### src/rtl/cmul_share_arbiter.sv
// Round-robin arbiter that time-shares one sequenced complex-multiplier core
// among NREQ requesters, with a bounded wait on the core's done strobe.
module cmul_share_arbiter #(
    parameter int NREQ    = 4,
    parameter int W       = 16,
    parameter int RW      = 33,
    parameter int TIMEOUT = 15
) (
    input  logic                     clk,
    input  logic                     rst,
    input  logic [NREQ-1:0]          req_valid,
    output logic [NREQ-1:0]          req_ready,
    input  logic [NREQ*W-1:0]        req_ar,
    input  logic [NREQ*W-1:0]        req_ai,
    input  logic [NREQ*W-1:0]        req_br,
    input  logic [NREQ*W-1:0]        req_bi,
    output logic [NREQ-1:0]          rsp_valid,
    output logic [RW-1:0]            rsp_pr,
    output logic [RW-1:0]            rsp_pi,
    output logic                     rsp_err,
    output logic                     core_start,
    output logic [W-1:0]             core_ar,
    output logic [W-1:0]             core_ai,
    output logic [W-1:0]             core_br,
    output logic [W-1:0]             core_bi,
    input  logic                     core_done,
    input  logic [RW-1:0]            core_pr,
    input  logic [RW-1:0]            core_pi,
    output logic                     busy,
    output logic [$clog2(NREQ)-1:0]  grant_id
);

    localparam int          GW   = $clog2(NREQ);
    localparam int          TW   = $clog2(TIMEOUT);
    localparam int unsigned NR   = NREQ;
    localparam logic [TW-1:0] TMAX = TW'(TIMEOUT - 1);

    typedef enum logic [1:0] {
        S_IDLE,
        S_ISSUE,
        S_WAIT,
        S_RESP
    } state_t;

    state_t          state_q, state_d;
    logic [TW-1:0]   timer_q, timer_d;
    logic [GW-1:0]   last_q, last_d;
    logic [GW-1:0]   grant_q, grant_d;
    logic [W-1:0]    ar_q, ar_d, ai_q, ai_d, br_q, br_d, bi_q, bi_d;
    logic [RW-1:0]   pr_q, pr_d, pi_q, pi_d;
    logic            err_q, err_d;

    logic [W-1:0]    ar_s [NREQ];
    logic [W-1:0]    ai_s [NREQ];
    logic [W-1:0]    br_s [NREQ];
    logic [W-1:0]    bi_s [NREQ];
    logic            found;
    logic [GW-1:0]   win;

    for (genvar g = 0; g < NREQ; g++) begin : g_unpack
        assign ar_s[g] = req_ar[g*W +: W];
        assign ai_s[g] = req_ai[g*W +: W];
        assign br_s[g] = req_br[g*W +: W];
        assign bi_s[g] = req_bi[g*W +: W];
    end

    // Search starts just after the last granted requester and wraps modulo NREQ.
    always_comb begin
        int unsigned idx;
        logic [GW-1:0] idx_g;
        found = 1'b0;
        win   = '0;
        for (int unsigned k = 1; k <= NR; k++) begin
            idx = k + 32'(last_q);
            if (idx >= NR) begin
                idx = idx - NR;
            end
            idx_g = GW'(idx);
            if (!found && req_valid[idx_g]) begin
                found = 1'b1;
                win   = idx_g;
            end
        end
    end

    always_comb begin
        state_d    = state_q;
        timer_d    = timer_q;
        last_d     = last_q;
        grant_d    = grant_q;
        ar_d       = ar_q;
        ai_d       = ai_q;
        br_d       = br_q;
        bi_d       = bi_q;
        pr_d       = pr_q;
        pi_d       = pi_q;
        err_d      = err_q;
        req_ready  = '0;
        rsp_valid  = '0;
        core_start = 1'b0;
        unique case (state_q)
            S_IDLE: begin
                if (found) begin
                    // Ready is combinational, so hold it low while reset is asserted.
                    req_ready[win] = ~rst;
                    ar_d    = ar_s[win];
                    ai_d    = ai_s[win];
                    br_d    = br_s[win];
                    bi_d    = bi_s[win];
                    grant_d = win;
                    state_d = S_ISSUE;
                end
            end
            S_ISSUE: begin
                core_start = 1'b1;
                timer_d    = '0;
                state_d    = S_WAIT;
            end
            S_WAIT: begin
                if (core_done) begin
                    pr_d    = core_pr;
                    pi_d    = core_pi;
                    err_d   = 1'b0;
                    state_d = S_RESP;
                end else if (timer_q == TMAX) begin
                    pr_d    = '0;
                    pi_d    = '0;
                    err_d   = 1'b1;
                    state_d = S_RESP;
                end else begin
                    timer_d = timer_q + 1'b1;
                end
            end
            S_RESP: begin
                rsp_valid[grant_q] = 1'b1;
                last_d             = grant_q;
                state_d            = S_IDLE;
            end
            default: state_d = S_IDLE;
        endcase
    end

    always_ff @(posedge clk or posedge rst) begin
        if (rst) begin
            state_q <= S_IDLE;
            timer_q <= '0;
            last_q  <= GW'(NREQ - 1);
            grant_q <= '0;
            ar_q    <= '0;
            ai_q    <= '0;
            br_q    <= '0;
            bi_q    <= '0;
            pr_q    <= '0;
            pi_q    <= '0;
            err_q   <= 1'b0;
        end else begin
            state_q <= state_d;
            timer_q <= timer_d;
            last_q  <= last_d;
            grant_q <= grant_d;
            ar_q    <= ar_d;
            ai_q    <= ai_d;
            br_q    <= br_d;
            bi_q    <= bi_d;
            pr_q    <= pr_d;
            pi_q    <= pi_d;
            err_q   <= err_d;
        end
    end

    assign core_ar  = ar_q;
    assign core_ai  = ai_q;
    assign core_br  = br_q;
    assign core_bi  = bi_q;
    assign rsp_pr   = pr_q;
    assign rsp_pi   = pi_q;
    assign rsp_err  = err_q;
    assign grant_id = grant_q;
    assign busy     = (state_q != S_IDLE);

endmodule

### config.mk
export PLATFORM = sky130hd
export DESIGN_NAME = cmul_share_arbiter
export DESIGN_NICKNAME = d
export VERILOG_FILES = /design/src/rtl/cmul_share_arbiter.sv
export SDC_FILE = /design/constraint.sdc
export NUM_CORES = 1
export LEC_CHECK = 0
export ABC_AREA = 1
export CAP_MARGIN = 20
export CORE_AREA = 4 4 184 186
export CTS_BUF_LIST = sky130_fd_sc_hd__clkbuf_4
export CTS_CLUSTER_SIZE = 10
export DETAILED_ROUTE_END_ITERATION = 12
export DIE_AREA = 0 0 188 190
export GPL_TIMING_DRIVEN = 0
export PLACE_DENSITY_LB_ADDON = 0.08
export SYNTH_ARGS = -nofsm -noshare
export SYNTH_HDL_FRONTEND = slang
export SYNTH_SLANG_ARGS = --single-unit
### constraint.sdc
create_clock -name clk -period 6.9 [get_ports clk]
set_clock_uncertainty 0.05 [all_clocks]
set_input_delay 0.69 -clock clk [delete_from_list [all_inputs] [get_ports clk]]
set_output_delay 0.69 -clock clk [all_outputs]
set_load 0.1 [all_outputs]
# Word-level counts from Yosys, hierarchy flattened
# Cells that the tools add are included.
# word_totals
regBits	141
out_inout_bits	143
wordCells	112
# classes
n_addsub	9
order_cmp	13
n_eq_ne	8
n_mux	52
bitwise	3
reduce_logical	16
# ops
cell	n
binary-select mux 16 bit (select 2 bit)	4
2-to-1 mux 16 bit	8
2-to-1 mux 33 bit	3
2-to-1 mux 2 bit	11
2-to-1 mux 4 bit	5
< comparator 2 x 3 -> 1 bit (second input constant)	6
2-to-1 mux 1 bit	13
>= comparator 3 bit (second input constant)	4
binary-select mux 1 bit (select 2 bit)	4
case mux 2 bit (4 select lines)	1
case mux 4 bit (2 select lines)	1
subtractor 2 x 1 -> 2 bit (second input constant)	4
adder 2 x 2 -> 3 bit (first input constant)	2
inequality test 2 bit (second input constant)	3
AND reduction 2 bit	3
nonzero test 2 bit	3
logical AND 1 bit	5
adder 3 x 2 -> 4 bit (first input constant)	1
adder 4 x 1 -> 4 bit (second input constant)	1
bitwise AND 4 bit	1
demux 1 bit (select 2 bit)	2
== test 2 bit (second input constant)	2
== test 4 bit (second input constant)	1
>= comparator 2 x 1 -> 1 bit (second input constant)	2
9 further kinds	11

# Depth between registers and ports, before layout
# Gate-level depths: netlist of run 1.
# depth
ltp_word	22
ltp_mapped	19
mapped_depth_nobuf	16

# Worst setup path after synthesis of run 1
# OpenSTA, ideal clock, no wires.
# synth_timing
path_kind	input port to output port
startpoint	input rst
endpoint	output req_ready[0]
t_arrival_ns	6.282
t_required_ns	6.160
path_slack_ns	-0.122
stages	3
n_path_buf	0
path_cell_list	inv_1 > nand2_1 > nor3_1
# synth_via
elab_chain_cells	4
# synth_rtl
element	line	rtl
start: declaration	10	input logic rst,
inverter 1 bit	105	req_ready[win] = ~rst;
bitwise AND 4 bit (no source line)	n/a	
2-to-1 mux 4 bit	103	if (found) begin
2-to-1 mux 4 bit	101	unique case (state_q)
end: declaration	12	output logic [NREQ-1:0] req_ready,
# Every way passes these cells.

# Worst setup path in the final report of run 1
# layout_timing
startpoint	register last_q[0]
endpoint	output req_ready[2]
# layout_via
elab_chain_cells	22
word_cells_on_any_way	46
classes_between	add/sub (8); order compare (6); mux (24); bitwise (1); reduce/logical (7)
# layout_rtl
element	line	rtl
start: declaration	47	logic [GW-1:0] last_q, last_d;
start signal: assignment	147	last_q <= GW'(NREQ - 1);
start signal: assignment	159	last_q <= last_d;
adder 1 x 2 -> 3 bit	74	idx = k + 32'(last_q);
>= comparator 3 bit / subtractor 2 x 1 -> 2 bit (equally long branches)	75, 76	
2-to-1 mux 2 bit	75	if (idx >= NR) begin
binary-select mux 1 bit (select 2 bit)	79	if (!found && req_valid[idx_g]) begin
2-to-1 mux 1 bit (not written as such)	79	
2-to-1 mux 1 bit	79	
zero test 1 bit	79	
logical AND 1 bit	79	
[6 not listed]	n/a	
2-to-1 mux 2 bit	79	
< comparator 2 x 3 -> 1 bit (not written as such) / >= comparator 2 x 1 -> 1 bit (equally long branches)	105	
logical AND 1 bit (not written as such)	105	
2-to-1 mux 1 bit (not written as such)	105	
demux 1 bit (select 2 bit)	105	
bitwise AND 4 bit (no source line)	n/a	
2-to-1 mux 4 bit (*)	103	
2-to-1 mux 4 bit (*)	101	
# Mark *: on every way between the ends. The rest lies on a longest branch, timed or not. The select of a mux whose other input is x is not followed.

==> results of run 1 <==
## flip-flops by register name, indices dropped and copies added, names as in the netlist, 4 cells and up
name / count
core_bi: 16
rsp_pr: 33
core_br: 16
timer_q: 4
core_ai: 16
core_ar: 16
rsp_pi: 33
## final timing paths
kind | from | cells past startpoint | endpoint
max | last_q[0] | 14 | req_ready[2]
min reg2reg | core_bi[14] | 2 | core_bi[14]
max reg2reg | last_q[0] | 14 | core_bi[5]
max in group asynchronous | rst | 4 | core_bi[14]
min in group asynchronous | rst | 2 | rsp_pi[12]
min | core_bi[14] | 2 | core_bi[14]
## logic make-up (layout without fill, tap and decap cells)
| family | after synthesis | count (layout) | share of synthesized area (%) |
|---|---|---|---|
| AOI/OAI and AO/OA | 13 | 13 | 0.922 |
| xor gates and xnor gates | 1 | 1 | 0.104 |
| adders and majority gates | 6 | 6 | 0.892 |
| buffers and inverters | 114 | 620 | 6.56 |
| DFF | 141 | 141 | 42.0 |
| other | 0 | 7 | 0 |
| and+or+nand+nor | 1037 | 1037 | 49.6 |
## through the flow
step / hold slack (ps) / instance area, um2
finish: 443 / 14100
global route: 468 / 14100
CTS: 445 / 14100
detailed placement: 414 / 13700
global placement: 413 / 13700
floorplan: 441 / 8420
## routing by layer
layer  vias to the layer above  routed length, um  global-route usage, %  share of wire (%)
met3                        35               2860                   6.04                7.2
met2                       336              19600                   37.3                 50
met4                         2                823                   6.69                2.1
met1                      4584              16200                   25.6                 41
li1                       5088                  -                      -                  -
met5                         -                 13                      0              0.033
## cell type report
type	count	area, um2
multi-input cells	1057	4330
fillers	3453	18200
well taps	442	553
inverters	22	86.3
plain buffers	92	469
flip-flops and latches	141	3530
clock inverters	14	180
diodes	7	17.5
repair buffers	474	4770
clock buffers	18	135
## worst max-delay path, stage by stage (launching register included)
cell and delay, ps:
dfstp_2 540, buf_2 170, inv_1 140, nand2_1 80, nand2_1 80, nand2_1 90, nand2_1 80, nor2_2 170
nand3_2 150, nand2_2 200, buf_4 240, buf_4 210, inv_1 70, nor3_1 230, clkdlybuf4s50_1 1190
## synthesized netlist by cell type, types with 2 or more instances
library cell / count / area [um2]
a21oi_1: 4 / 20.0
buf_1: 14 / 52.6
buf_2: 36 / 180
buf_4: 21 / 158
clkbuf_1: 21 / 78.8
dfrtp_1: 139 / 3480
dfstp_2: 2 / 52.6
ha_1: 6 / 75.1
inv_1: 20 / 75.1
inv_2: 2 / 7.51
nand2_1: 813 / 3050
nand2_2: 2 / 12.5
nand3_1: 202 / 1010
nand4_1: 2 / 12.5
nor2_1: 11 / 41.3
nor3_1: 4 / 20.0
o21ai_0: 5 / 25.0
==> impl_results.md, run 1 <==
* FFs w/ async S/R, synth at 100%
* Final wirelength at approximately 39 mm
* Cells after DPL at about 2,200
* First-pass GRT wire length at 59.3 mm
* Setup ws final at 1970 ps
* Synth warn at 0
* Worst hold path class: reg -> reg
* Final Util at around 44%
* Seq/Total Area, Yosys at between 40% and 50%
* CTS resizes at 0
* RSZ-0062 raised after global routing: false
* CTS tree: yes
* Area growth syn-to-layout at 67.3%
* Initial antenna violation count at 7
* Placer Congestion at 0.893
* Outcome: completed
* Height of the die at around 190 um
* Largest fanout on the critical path at 10
* Clock sink total at 141
* Relative slew slack at 27.4%
* Most frequent cells in the layout: nand2_1, clkdlybuf4s50_1, nand3_1, dfrtp_1, buf_2
* Avg WL per Cell at 17.4 um
* Via count at between 10,000 and 15,000
* Post-place setup slack at 2200 ps
* Crit Path Class: reg -> out
* Die footprint at 0.0357 mm2
* Vias in the first global route at 10,028
* Finish-stage setup viols at 0
* Hpwl dp at around 32 mm
* Antenna viol nets, final at 0
* Hold Buf Count CTS at 0
* Final Hold Fails at 0
* Post-synth EDFFs at 0
* Number of vias per cell at 4.43
* Final slew viol count at 0
* Die X at 188 um
* Top_reg_cell synth: dfrtp_1
* Synth Register Bits at approximately 140
* Worst Max-Slew Pin Slew at roughly 1100 ps
* GRT Residual Overflow at 0
* I/O Pins at 472
* Initial DRC Count at 500
* Reg-to-reg slack, setup at 4150 ps
* Syn Nets at 1,647
* WP data arrival at 4190 ps
* Clock Latency Late Sink at 540 ps
* Starting Density at approximately a quarter
* Post-Layout Cell Count at 2,267
* Largest net degree at the start of global routing at 39
* Setup_tns at 0 ps
* GR Util All Layers at 21.4%
* DRC Markers at 0
* Crit. End Element: primary output
* Netlist cell types at 25
* Fin nets at 2,140
* Clock Tree Buf Depth at 2
* DR pass1 iterations at 4
* H-Tree Depth at 4
* Fin crit share at 71.5%
* Worst setup SP type: flop
* Core Rows at 66
* Clk slew on worst S/H paths at between 100 and 150 ps
* Port Buffers at 471
* Syn avg cell area at 6.41 um2
* Core area at around 0.032 mm2
* Post-CTS setup buffers at 0
* Total of max-cap violations at 0
* CTS root buffer: clkbuf_4
* Number of buffers created by CTS at 17
* Synth Instances at 1,312
* Worst EP required at 6160 ps
* Cell area after synthesis at 0.00842 mm2
* Most common cell after layout, fill and taps aside: nand2_1
* Max Clock Freq at roughly 200 MHz
* Layout cells sized above 1 at around 5.6%
* Min cycle time layout at 4930 ps
Power of run 1 is not shown: default switching activity piles up to over one toggle a cycle in this logic, so the estimate is an artifact.
==> inputs of run 2 (changes only) <==
--- a/config.mk
+++ b/config.mk
@@ -7,11 +7,11 @@
 export LEC_CHECK = 0
 export ABC_AREA = 1
 export CAP_MARGIN = 20
-export CORE_AREA = 4 4 184 186
+export CORE_AREA = 4 4 183 185
 export CTS_BUF_LIST = sky130_fd_sc_hd__clkbuf_4
 export CTS_CLUSTER_SIZE = 10
 export DETAILED_ROUTE_END_ITERATION = 12
-export DIE_AREA = 0 0 188 190
+export DIE_AREA = 0 0 187 189
 export GPL_TIMING_DRIVEN = 0
 export PLACE_DENSITY_LB_ADDON = 0.08
 export SYNTH_ARGS = -nofsm -noshare
==> constraint.sdc (replaced) <==
create_clock -name clk -period 4 [get_ports clk]
set_clock_uncertainty 0.05 [all_clocks]
set_input_delay 0.4 -clock clk [delete_from_list [all_inputs] [get_ports clk]]
set_output_delay 0.4 -clock clk [all_outputs]
set_load 0.1 [all_outputs]
==> impl_results.md, run 2 (same netlist as run 1, synthesis figures left out) <==
* Initial antenna violation count at 2
* Worst Max-Slew Pin Slew at 1070 ps
* Clock Latency Late Sink at 560 ps
* First-pass GRT wire length at 60.1 mm
* CTS root buffer: clkbuf_4
* Reg-to-reg endpoint: core_bi[10]
* Worst setup SP type: flop
* Critical path's top delay family: buffers and inverters
* Slowest CP cell: dfstp_2
* Total of max-cap violations at 0
* Min cycle time layout at about 3700 ps
* Design Area, Final at between 0.01 and 0.015 mm2
* DRC Markers at 0
* Avg WL per Cell at 17.7 um
* Multi-input combinational cell area at 0.00435 mm2
* Most frequent cell on the critical path: nand2_1
* CTS tree: yes
* Max Clock Freq at 270 MHz
* Relative slew slack at between 20% and 30%
* Clock sink total at 141
* Most frequent cells in the layout: nand2_1, clkdlybuf4s50_1, nand3_1, dfrtp_1, buf_2
* Crit. End Element: primary output
* Placer Congestion at between 0.8 and 0.9
* Critical R2R Launch: last_q[0]
* Clock Tree Buf Depth at 2
* Die X at 187 um
* Core area at 0.0320 mm2
* Largest fanout on the critical path at 10
* Hold Startpoint: core_pr[12]
* WP data arrival at 3260 ps
* Fin nets at 2,142
* CP cell instances: buf_2 -> inv_1 -> nand2_1 -> nand2_1 -> nand2_1 -> nand2_1 -> nor2_2 -> nand3_2 -> nand2_4 -> buf_6 -> buf_4 -> inv_1 -> nor3_1 -> buf_4
* Worst EP required at 3550 ps
* Vias in the first global route at between 10,000 and 15,000
* Initial DRC Count at 481
* Number of buffers created by CTS at 17
* Finish-stage setup viols at 0
* Final wirelength at 39.4 mm
* Hpwl dp at 31.7 mm
* Core Rows at 66
* Crit Path Class: reg -> out
* Depth of the worst hold-timing path at 3
* Fill cells at 3,425
* GR Util All Layers at 21.8%
* Reg-to-reg slack, setup at between 1000 and 1500 ps
* Layout cells sized above 1 at between 5 and 6%
* Final slew viol count at 0
* Worst hold path class: in -> reg
* Hold Path Sink: rsp_pr[12]
* Starting Density at 26.3%
* CP max stage delay at about 540 ps
* Crit path buffers/inverters at 6
* Most common cell after layout, fill and taps aside: nand2_1
* Fin crit share at between 90% and 100%
* Port Buffers at 471
* Number of vias per cell at ~4.5
* Area growth syn-to-layout at 66.9%
* Final Hold Fails at 0
* DR pass1 iterations at 5
* RSZ-0062 raised after global routing: true
* H-Tree Depth at 4
* Reg area at 0.00353 mm2
* Placed Area at between 0.01 and 0.015 mm2
* Outcome: completed
* Largest net degree at the start of global routing at 40
* Levels on crit path at 14
* Height of the die at 189 um
* Clk slew on worst S/H paths at 140 ps
* Via count at roughly 10,000
* GRT Residual Overflow at 0
* Antenna viol nets, final at 0
* Die footprint at between 0.03 and 0.04 mm2
* R2R cell count at 17
* I/O Pins at between 400 and 500
-- run 2: changes by cell type in the layout (fill, tap and decap cells not counted), sizes merged --
cell | previous run | this run
diode | 7 | 2
clkbuf | 39 | 44
bufinv | 3 | 2
clkdlybuf4s50 | 471 | 467
dlygate4sd3 | 0 | 1
inv | 26 | 23
clkinv | 5 | 4
buf | 74 | 76
clkinvlp | 2 | 5
-- run 2: layout make-up --
class                           count  area share (%)
Timing Repair Buffer              476            34.2
Multi-Input combinational cell   1057            31.0
Sequential cell                   141            25.1
Tap cell                          408            3.63
Buffer                             92            3.37
Clock buffer                       20            1.07
Clock inverter                     12           0.989
Inverter                           22           0.615
Antenna cell                        2          0.0356
-- run 2: worst min-delay path, delay by kind of cell --
family,cells,cell delay [ps]
buffers and inverters,1,390
and+or+nand+nor,2,100
-- run 2: metrics by stage --
step	worst slack [ps]	instances	utilization, %	setup TNS [ps]	hold WS, ps
floorplan	-763	1312	-	-3050	441
global placement	-2280	2191	42.6	-9080	412
detailed placement	-20.5	2195	42.8	-36.8	414
CTS	4.89	2228	43.7	0	244
global route	-27.3	2230	43.8	-55.9	241
finish	290	2230	43.8	0	317
-- run 2: what timing repair did --
action / in CTS / in global routing
resized for setup: 21 / 15
setup buffers: 0 / 0
endpoints found under the hold margin: 1 / 0
hold buffers: 1 / 0
setup endpoints to repair: 4 / 4
cloned: 0 / 0
-- run 2: worst max-delay path by stage --
| stage | startpoint | end | slack, ps |
|---|---|---|---|
| after global placement | rst | req_ready[3] | -2280 |
| after CTS | last_q[0] | req_ready[1] | 5 |
| after global routing | last_q[0] | req_ready[3] | -30 |
| after detailed placement | req_valid[1] | req_ready[3] | -20 |
| after floorplan | rst | req_ready[0] | -760 |
| final | last_q[0] | req_ready[2] | 290 |
-- run 2: layer usage --
metal / part of all wire [%] / wire [um] / vias up / GRT usage (%)
met5: 0.020 / 8 / - / 0
met4: 1.2 / 471 / 2 / 3.98
met3: 6.9 / 2730 / 28 / 5.99
met2: 51 / 20000 / 333 / 39.4
met1: 41 / 16300 / 4644 / 26.2
li1: - / - / 5077 / -
Power of run 2 is left out for the same reason.
==> inputs of run 3 (changes only) <==
--- a/config.mk
+++ b/config.mk
@@ -7,11 +7,14 @@
 export LEC_CHECK = 0
 export ABC_AREA = 1
 export CAP_MARGIN = 20
-export CORE_AREA = 4 4 183 185
+export CELL_PAD_IN_SITES_DETAIL_PLACEMENT = 1
+export CELL_PAD_IN_SITES_GLOBAL_PLACEMENT = 1
+export CORE_ASPECT_RATIO = 1.2
+export CORE_MARGIN = 4
+export CORE_UTILIZATION = 24
 export CTS_BUF_LIST = sky130_fd_sc_hd__clkbuf_4
 export CTS_CLUSTER_SIZE = 10
 export DETAILED_ROUTE_END_ITERATION = 12
-export DIE_AREA = 0 0 187 189
 export GPL_TIMING_DRIVEN = 0
 export PLACE_DENSITY_LB_ADDON = 0.08
 export SYNTH_ARGS = -nofsm -noshare
==> impl_results.md, run 3 (same netlist as run 1, synthesis figures left out) <==
* Number of buffers created by CTS at 17
* Core area at around 0.034 mm2
* Initial antenna violation count at 7
* Final wirelength at 43.9 mm
* Finish-stage setup viols at 0
* Crit Path Class: reg -> out
* Total of max-cap violations at 0
* Fin nets at 2,140
* Most common cell after layout, fill and taps aside: nand2_1
* Post-Layout Cell Count at 2,280
* First-pass GRT wire length at ~64 mm
* Die footprint at between 0.03 and 0.04 mm2
* CTS tree: yes
* Crit. End Element: primary output
* Fin crit share at 96.3%
* Port Buffers at roughly 470
* Starting Density at 24.5%
* Avg WL per Cell at 19.3 um
* Clock sink total at 141
* Hpwl dp at approximately 35 mm
* Via count at 10,238
* Die X at around 180 um
* Outcome: completed
* R2R cell count at 17
* Fill cells at 4,385
* Initial DRC Count at 370
* Number of vias per cell at 4.49
* WP data arrival at 3400 ps
* Relative slew slack at 21.3%
* Reg-to-reg slack, setup at 980 ps
* Reg area at 0.00353 mm2
* Post-CTS setup buffers at 0
* Cells after DPL at ~2,200
* H-Tree Depth at 4
* Worst EP required at roughly 3600 ps
* Height of the die at ~210 um
* Largest fanout on the critical path at 10
* I/O Pins at 472
* Antenna viol nets, final at 0
* Reg-to-reg endpoint: core_ai[0]
* Max Clock Freq at 260 MHz
* Area growth syn-to-layout at 67.3%
* GR Util All Layers at 22.2%
* Worst setup SP type: flop
* RSZ-0062 raised after global routing: true
* Final Hold Fails at 0
* Min cycle time layout at 3850 ps
* Placer Congestion at ~0.8
* Most frequent cells in the layout: nand2_1, clkdlybuf4s50_1, nand3_1, dfrtp_1, buf_2
* Final slew viol count at 0
* Clock Tree Buf Depth at 2
* CTS root buffer: clkbuf_4
* Layout cells sized above 1 at between 5 and 6%
* Core Rows at 74
* Multi-input combinational cell area at 0.00435 mm2
* Final Util at roughly two fifths
* DR pass1 iterations at 5
* Critical R2R Launch: last_q[0]
* Clock Latency Late Sink at around 570 ps
* Vias in the first global route at 10,779
* DRC Markers at 0
* GRT Residual Overflow at 0
* Worst hold path class: in -> async
* Worst Max-Slew Pin Slew at 1180 ps
* Clk slew on worst S/H paths at 150 ps
* Largest net degree at the start of global routing at 37
-- run 3: what timing repair did --
action | 4_1_cts | 5_1_grt
pin swaps | 0 | 0
endpoints found under the hold margin | 0 | 0
hold buffers | 0 | 0
gates resized for setup | 24 | 13
setup endpoints to repair | 4 | 4
-- run 3: layout make-up --
class,instances,area share [%]
Multi-Input combinational cell,1057,30.9
Inverter,22,0.613
Antenna cell,6,0.107
Tap cell,456,4.05
Clock buffer,18,0.960
Clock inverter,14,0.951
Buffer,91,3.33
Timing Repair Buffer,475,34.1
Sequential cell,141,25.1
-- run 3: per-stage QoR --
step	cell area [um2]	hold WS (ps)	TNS [ps]	setup WS (ps)
after detailed placement	13800	414	-270	-123
after global placement	13700	412	-9590	-2400
after global routing	14100	126	-152	-76.8
after floorplan	8420	441	-3050	-763
after CTS	14000	109	0	2.12
final	14100	149	0	147
-- run 3: worst max path at each step --
stage,slack [ps],to,startpoint
detailed placement,-120,req_ready[0],req_valid[1]
CTS,2,req_ready[0],last_q[0]
global placement,-2400,req_ready[1],rst
global route,-80,req_ready[2],last_q[0]
finish,150,req_ready[3],last_q[0]
floorplan,-760,req_ready[0],rst
-- run 3: worst max-delay path, cell delays in order (launching register included) --
cell and delay [ps]:
dfstp_2 530, buf_2 180, inv_1 160, nand2_1 90
nand2_1 90, nand2_1 80, nand2_1 80, nor2_2 160
nand2_1 80, nor2_1 230, a21oi_4 150, buf_4 210
buf_2 240, nor3_1 210, buf_4 330
-- run 3: metal layers --
layer | GRT usage (%) | vias up | routed length (um)
met5 | 0 | - | 11
met4 | 6.06 | 2 | 966
met3 | 7.74 | 41 | 3740
met2 | 39.7 | 339 | 21900
met1 | 25.1 | 4791 | 17300
li1 | - | 5065 | -
Power of run 3 is left out for the same reason.
